`config.mk`:
```
export PLATFORM = sky130hd
export DESIGN_NAME = bcd_down_timer
export DESIGN_NICKNAME = d
export VERILOG_FILES = /design/src/rtl/bcd_down_timer.sv
export SDC_FILE = /design/constraint.sdc
export NUM_CORES = 1
export LEC_CHECK = 0
export CAP_MARGIN = 20
export CORE_ASPECT_RATIO = 1.75
export CORE_MARGIN = 2
export CORE_UTILIZATION = 47
export DETAILED_ROUTE_END_ITERATION = 8
export GPL_TIMING_DRIVEN = 1
export HOLD_SLACK_MARGIN = 0.03
export PLACE_DENSITY = 0.79
export SYNTH_ARGS = -nofsm -noshare
export SYNTH_HDL_FRONTEND = slang
export SYNTH_SLANG_ARGS = --single-unit
export TNS_END_PERCENT = 20
```
`constraint.sdc`:
```
create_clock -name clk -period 2.58 [get_ports clk]
set_input_delay 0.645 -clock clk [delete_from_list [all_inputs] [get_ports clk]]
set_output_delay 0.645 -clock clk [all_outputs]
set_load 0.02 [all_outputs]
```
`src/rtl/bcd_down_timer.sv`:
```
// BCD down-counter timer with load/start/stop control and a done pulse at zero.
// Optional BCD_TIMER_AUTO_RELOAD_EN: on expiry, reload from the last accepted load.
module bcd_down_timer #(
  parameter int unsigned NUM_DIGITS = 4
) (
  input  logic                    clk,
  input  logic                    reset_n,
  input  logic                    tick,
  input  logic                    load,
  input  logic [4*NUM_DIGITS-1:0] load_val,
  input  logic                    start,
  input  logic                    stop,
  output logic [4*NUM_DIGITS-1:0] Q,
  output logic                    running,
  output logic                    done,
  output logic                    load_err
);

  localparam int unsigned W = 4 * NUM_DIGITS;

  typedef enum logic [1:0] {StIdle, StRun, StExpired} state_e;

  state_e         state_q, state_d;
  logic [W-1:0]   q_q, q_d;
  logic           running_q, running_d;
  logic           done_q, done_d;
  logic           load_err_q, load_err_d;
  logic           load_ok;
  logic [W-1:0]   q_dec;
  logic           borrow;
`ifdef BCD_TIMER_AUTO_RELOAD_EN
  logic [W-1:0]   reload_q, reload_d;
`endif

  always_ff @(posedge clk) begin
    if (!reset_n) begin
      state_q    <= StIdle;
      q_q        <= '0;
      running_q  <= 1'b0;
      done_q     <= 1'b0;
      load_err_q <= 1'b0;
`ifdef BCD_TIMER_AUTO_RELOAD_EN
      reload_q   <= '0;
`endif
    end else begin
      state_q    <= state_d;
      q_q        <= q_d;
      running_q  <= running_d;
      done_q     <= done_d;
      load_err_q <= load_err_d;
`ifdef BCD_TIMER_AUTO_RELOAD_EN
      reload_q   <= reload_d;
`endif
    end
  end

  // Preset is accepted only when every digit is a legal BCD value.
  always_comb begin
    load_ok = 1'b1;
    for (int i = 0; i < int'(NUM_DIGITS); i++) begin
      if (load_val[4*i +: 4] > 4'd9) load_ok = 1'b0;
    end
  end

  // Ripple-borrow BCD decrement: a zero digit becomes 9 and keeps borrowing.
  always_comb begin
    q_dec  = q_q;
    borrow = 1'b1;
    for (int i = 0; i < int'(NUM_DIGITS); i++) begin
      if (borrow) begin
        if (q_q[4*i +: 4] == 4'd0) begin
          q_dec[4*i +: 4] = 4'd9;
        end else begin
          q_dec[4*i +: 4] = q_q[4*i +: 4] - 4'd1;
          borrow          = 1'b0;
        end
      end
    end
  end

  always_comb begin
    state_d    = state_q;
    q_d        = q_q;
    done_d     = 1'b0;
    load_err_d = 1'b0;
`ifdef BCD_TIMER_AUTO_RELOAD_EN
    reload_d   = reload_q;
`endif
    if (load) begin
      if (load_ok) begin
        q_d     = load_val;
        state_d = StIdle;
`ifdef BCD_TIMER_AUTO_RELOAD_EN
        reload_d = load_val;
`endif
      end else begin
        load_err_d = 1'b1;
      end
    end else if (stop) begin
      if (state_q == StRun) state_d = StIdle;
    end else if (start) begin
      if (state_q == StIdle && q_q != '0) state_d = StRun;
    end else if (tick && state_q == StRun) begin
      if (q_q == W'(1)) begin
        // Gate on done_q so a reload of 1 cannot produce back-to-back pulses.
        done_d = !done_q;
`ifdef BCD_TIMER_AUTO_RELOAD_EN
        if (reload_q != '0) begin
          q_d = reload_q;
        end else begin
          q_d     = '0;
          state_d = StExpired;
        end
`else
        q_d     = '0;
        state_d = StExpired;
`endif
      end else begin
        q_d = q_dec;
      end
    end
    running_d = (state_d == StRun);
  end

  always_comb begin
    Q        = q_q;
    running  = running_q;
    done     = done_q;
    load_err = load_err_q;
  end

endmodule

```
==> impl_metrics.ini <==
[clocking]
postCtsSetupRepairBufs = 0
cts_tree = yes
htree_levels = 1
cts_resized = 0
cts_num_sinks = 21
cts_hold_buf = 0
insertion_delay_ps = 260
clk_pin_slew_worst_paths_ps = 80
cts_buffers = 3
clock_path_buffers = 2
root_buffer = clkbuf_8

[min_path]
hold_end = done$_SDFF_PP0_
hold_class = flop to flop
min_from = done$_SDFF_PP0_
holdPathStages = 1

[global_route]
antenna_found_initial = 0
grt_max_degree = 25
top_usage_layer = met2
use_met1_pct = 27.75
grt_pass1_wl_microns = 6541
track_usage_pct = 23.88
grtUsageMet2_pct = 42.39
grtUsageMet3_pct = 2.353
grt_pass1_vias = 1468
overflow = 0

[pwr]
peakVddDrop_v = 0.0002727
power.density_mw_per_mm2 = 432.6
power_leakage_nw = 0.7164

[setup_path]
r2r_end = Q[14]$_SDFFE_PN0P_
cpPeakStageDelay_ps = 450
worstPathArrival_ps = 2450
rr_worst_depth = 8
r2r_start = Q[4]$_SDFFE_PN0P_
path_cells = clkdlybuf4s50_1, o21ai_0, nand4_1, o21bai_4, buf_12, a21oi_1, a311oi_1
r2r_slack_ps = 370
cp-start-kind = primary input
cp_max_fo = 16
cpMaxStageDelayCell = clkdlybuf4s50_1
cp.required_ps = 2730
path_class = primary input to flop
end_kind = flop

[floorplanning]
die_w_microns = 45.77
core_sq_mm = 0.002928
die_area_sq_mm = 0.003529
fp.dieH_microns = 77.10
start_util_pct = 49.02
rows = 26
ioPinCount = 41

[timing]
fin_crit_sh_pct = 88.93
tightest_slew_ps = 386.8
drv_slew = 0
holdWs_ps = 425.1
setup_viol = 0
period_minus_slack_ps = 2294
finalSetupTns_ps = 0
max_slew_margin_pct = 73.55
rsz0062_at_grt = false
fmax_ghz = 0.4359
finalClockSkew_ps = 1.257
hold_viol = 0
finalWorstSetupSlack_ps = 285.7

[placement]
gp_congestion = 0.9452
io_buffers = 40
dp_slack_ps = 87.46
dp.cells = 237
dp_hpwl_microns = 3116
place_area_sq_mm = 0.001891

[final_layout]
num-fill-cells = 245
finalInstanceArea_sq_mm = 0.001936
nets = 243
syn_to_final_growth_pct = 34.87
fin_cells = 241
drive_gt1_share_pct = 13.15
antenna-diode-count = 0

[route]
drc_errors = 0
vias = 1510
routed_wl_microns = 3978
vias_per_cell = 6.266
drt_iter0_markers = 54
ant_nets = 0
firstDrtPassIters = 5
routedWlPerCell_microns = 16.51

[synth]
yosysTopAreaCellShare_pct = 29.29
ys_seq_area_share_pct = 29.29
yosys.area.top_type = dfxtp_1
yosys_most_used_dff = dfxtp_1
syn_area_sq_mm = 0.001435
synthTopCellsByArea = dfxtp_1 29%, a21oi_1 7.3%, ha_1 6.1%
synth-async-reset-ratio_pct = 0
yosys_warnings = 0
netlist_instances = 167
syn_avg_cell_area_sq_um = 8.594
synth_edf_count = 0
ys_ff_latch = 21
synth.distinct_cells = 46
yosys-top-cells-count = 21 x a21oi_1, 21 x dfxtp_1, 15 x inv_1, 14 x o21ai_0, 13 x nand2_1
syn_nets = 196

[run]
drv_cap = 0

[status]
status = completed
## cell families after synthesis
family | share of synthesized area (%)
adders and majority gates | 6.103
muxes | 0.7846
DFF | 29.29
and+or+nand+nor | 18.40
buffers and inverters | 7.585
AOI/OAI and AO/OA | 37.84
## worst max path at each step
stage	start	slack, ps	endpoint
after floorplan	Q[8]$_SDFFE_PN0P_	620	Q[6]$_SDFFE_PN0P_
after global placement	load_val[2]	150	Q[14]$_SDFFE_PN0P_
after detailed placement	load_val[2]	90	Q[8]$_SDFFE_PN0P_
after CTS	load_val[2]	360	Q[8]$_SDFFE_PN0P_
after global routing	start	210	Q[8]$_SDFFE_PN0P_
final	load_val[2]	290	Q[8]$_SDFFE_PN0P_
## final cells by class
class	count	area, sq um	area share, %
Sequential cell	21	420.4	21.72
Multi-Input combinational cell	125	905.9	46.80
Tap cell	28	35.03	1.810
Clock buffer	4	45.04	2.327
Inverter	15	56.30	2.909
Timing Repair Buffer	48	473.0	24.43
## flip-flops by register name, indices dropped and copies added, names as in the netlist
signal	cells
running	1
state_q	2
Q	16
load_err	1
done	1
## stage by stage
stage,power [mW],util [%]
finish,0.8373,66.11
global route,0.8835,66.11
CTS,0.8391,66.11
detailed placement,0.6248,64.57
global placement,0.6178,64.57
floorplan,0.5202,-
## power breakdown
group	internal (mW)	switching, mW
logic	0.122	0.142
registers	0.338	0.0181
clock network	0.110	0.107
total	0.570	0.267
## layer usage
| layer | share of wire (%) | vias to the layer above |
|---|---|---|
| met3 | 4.9 | 8 |
| li1 | - | 732 |
| met4 | 2.0 | 0 |
| met1 | 39 | 705 |
| met5 | 0 | - |
| met2 | 54 | 65 |
## worst max-delay path: cells and delay by family
kind                   cells  cell delay, ps
AO/OA/AOI/OAI              4             920
AND/OR/NAND/NOR            1             270
buffers and inverters      2             620
## layout by cell type, fill, tap and decap left out, types with 6 or more instances in the layout
cell type	instances
ha_1	7
o21ai_0	14
nand2_1	13
clkdlybuf4s50_1	40
a21oi_1	21
o31ai_1	6
buf_4	7
inv_1	15
dfxtp_1	21
Note: power is estimated with default switching activity, not from simulation.
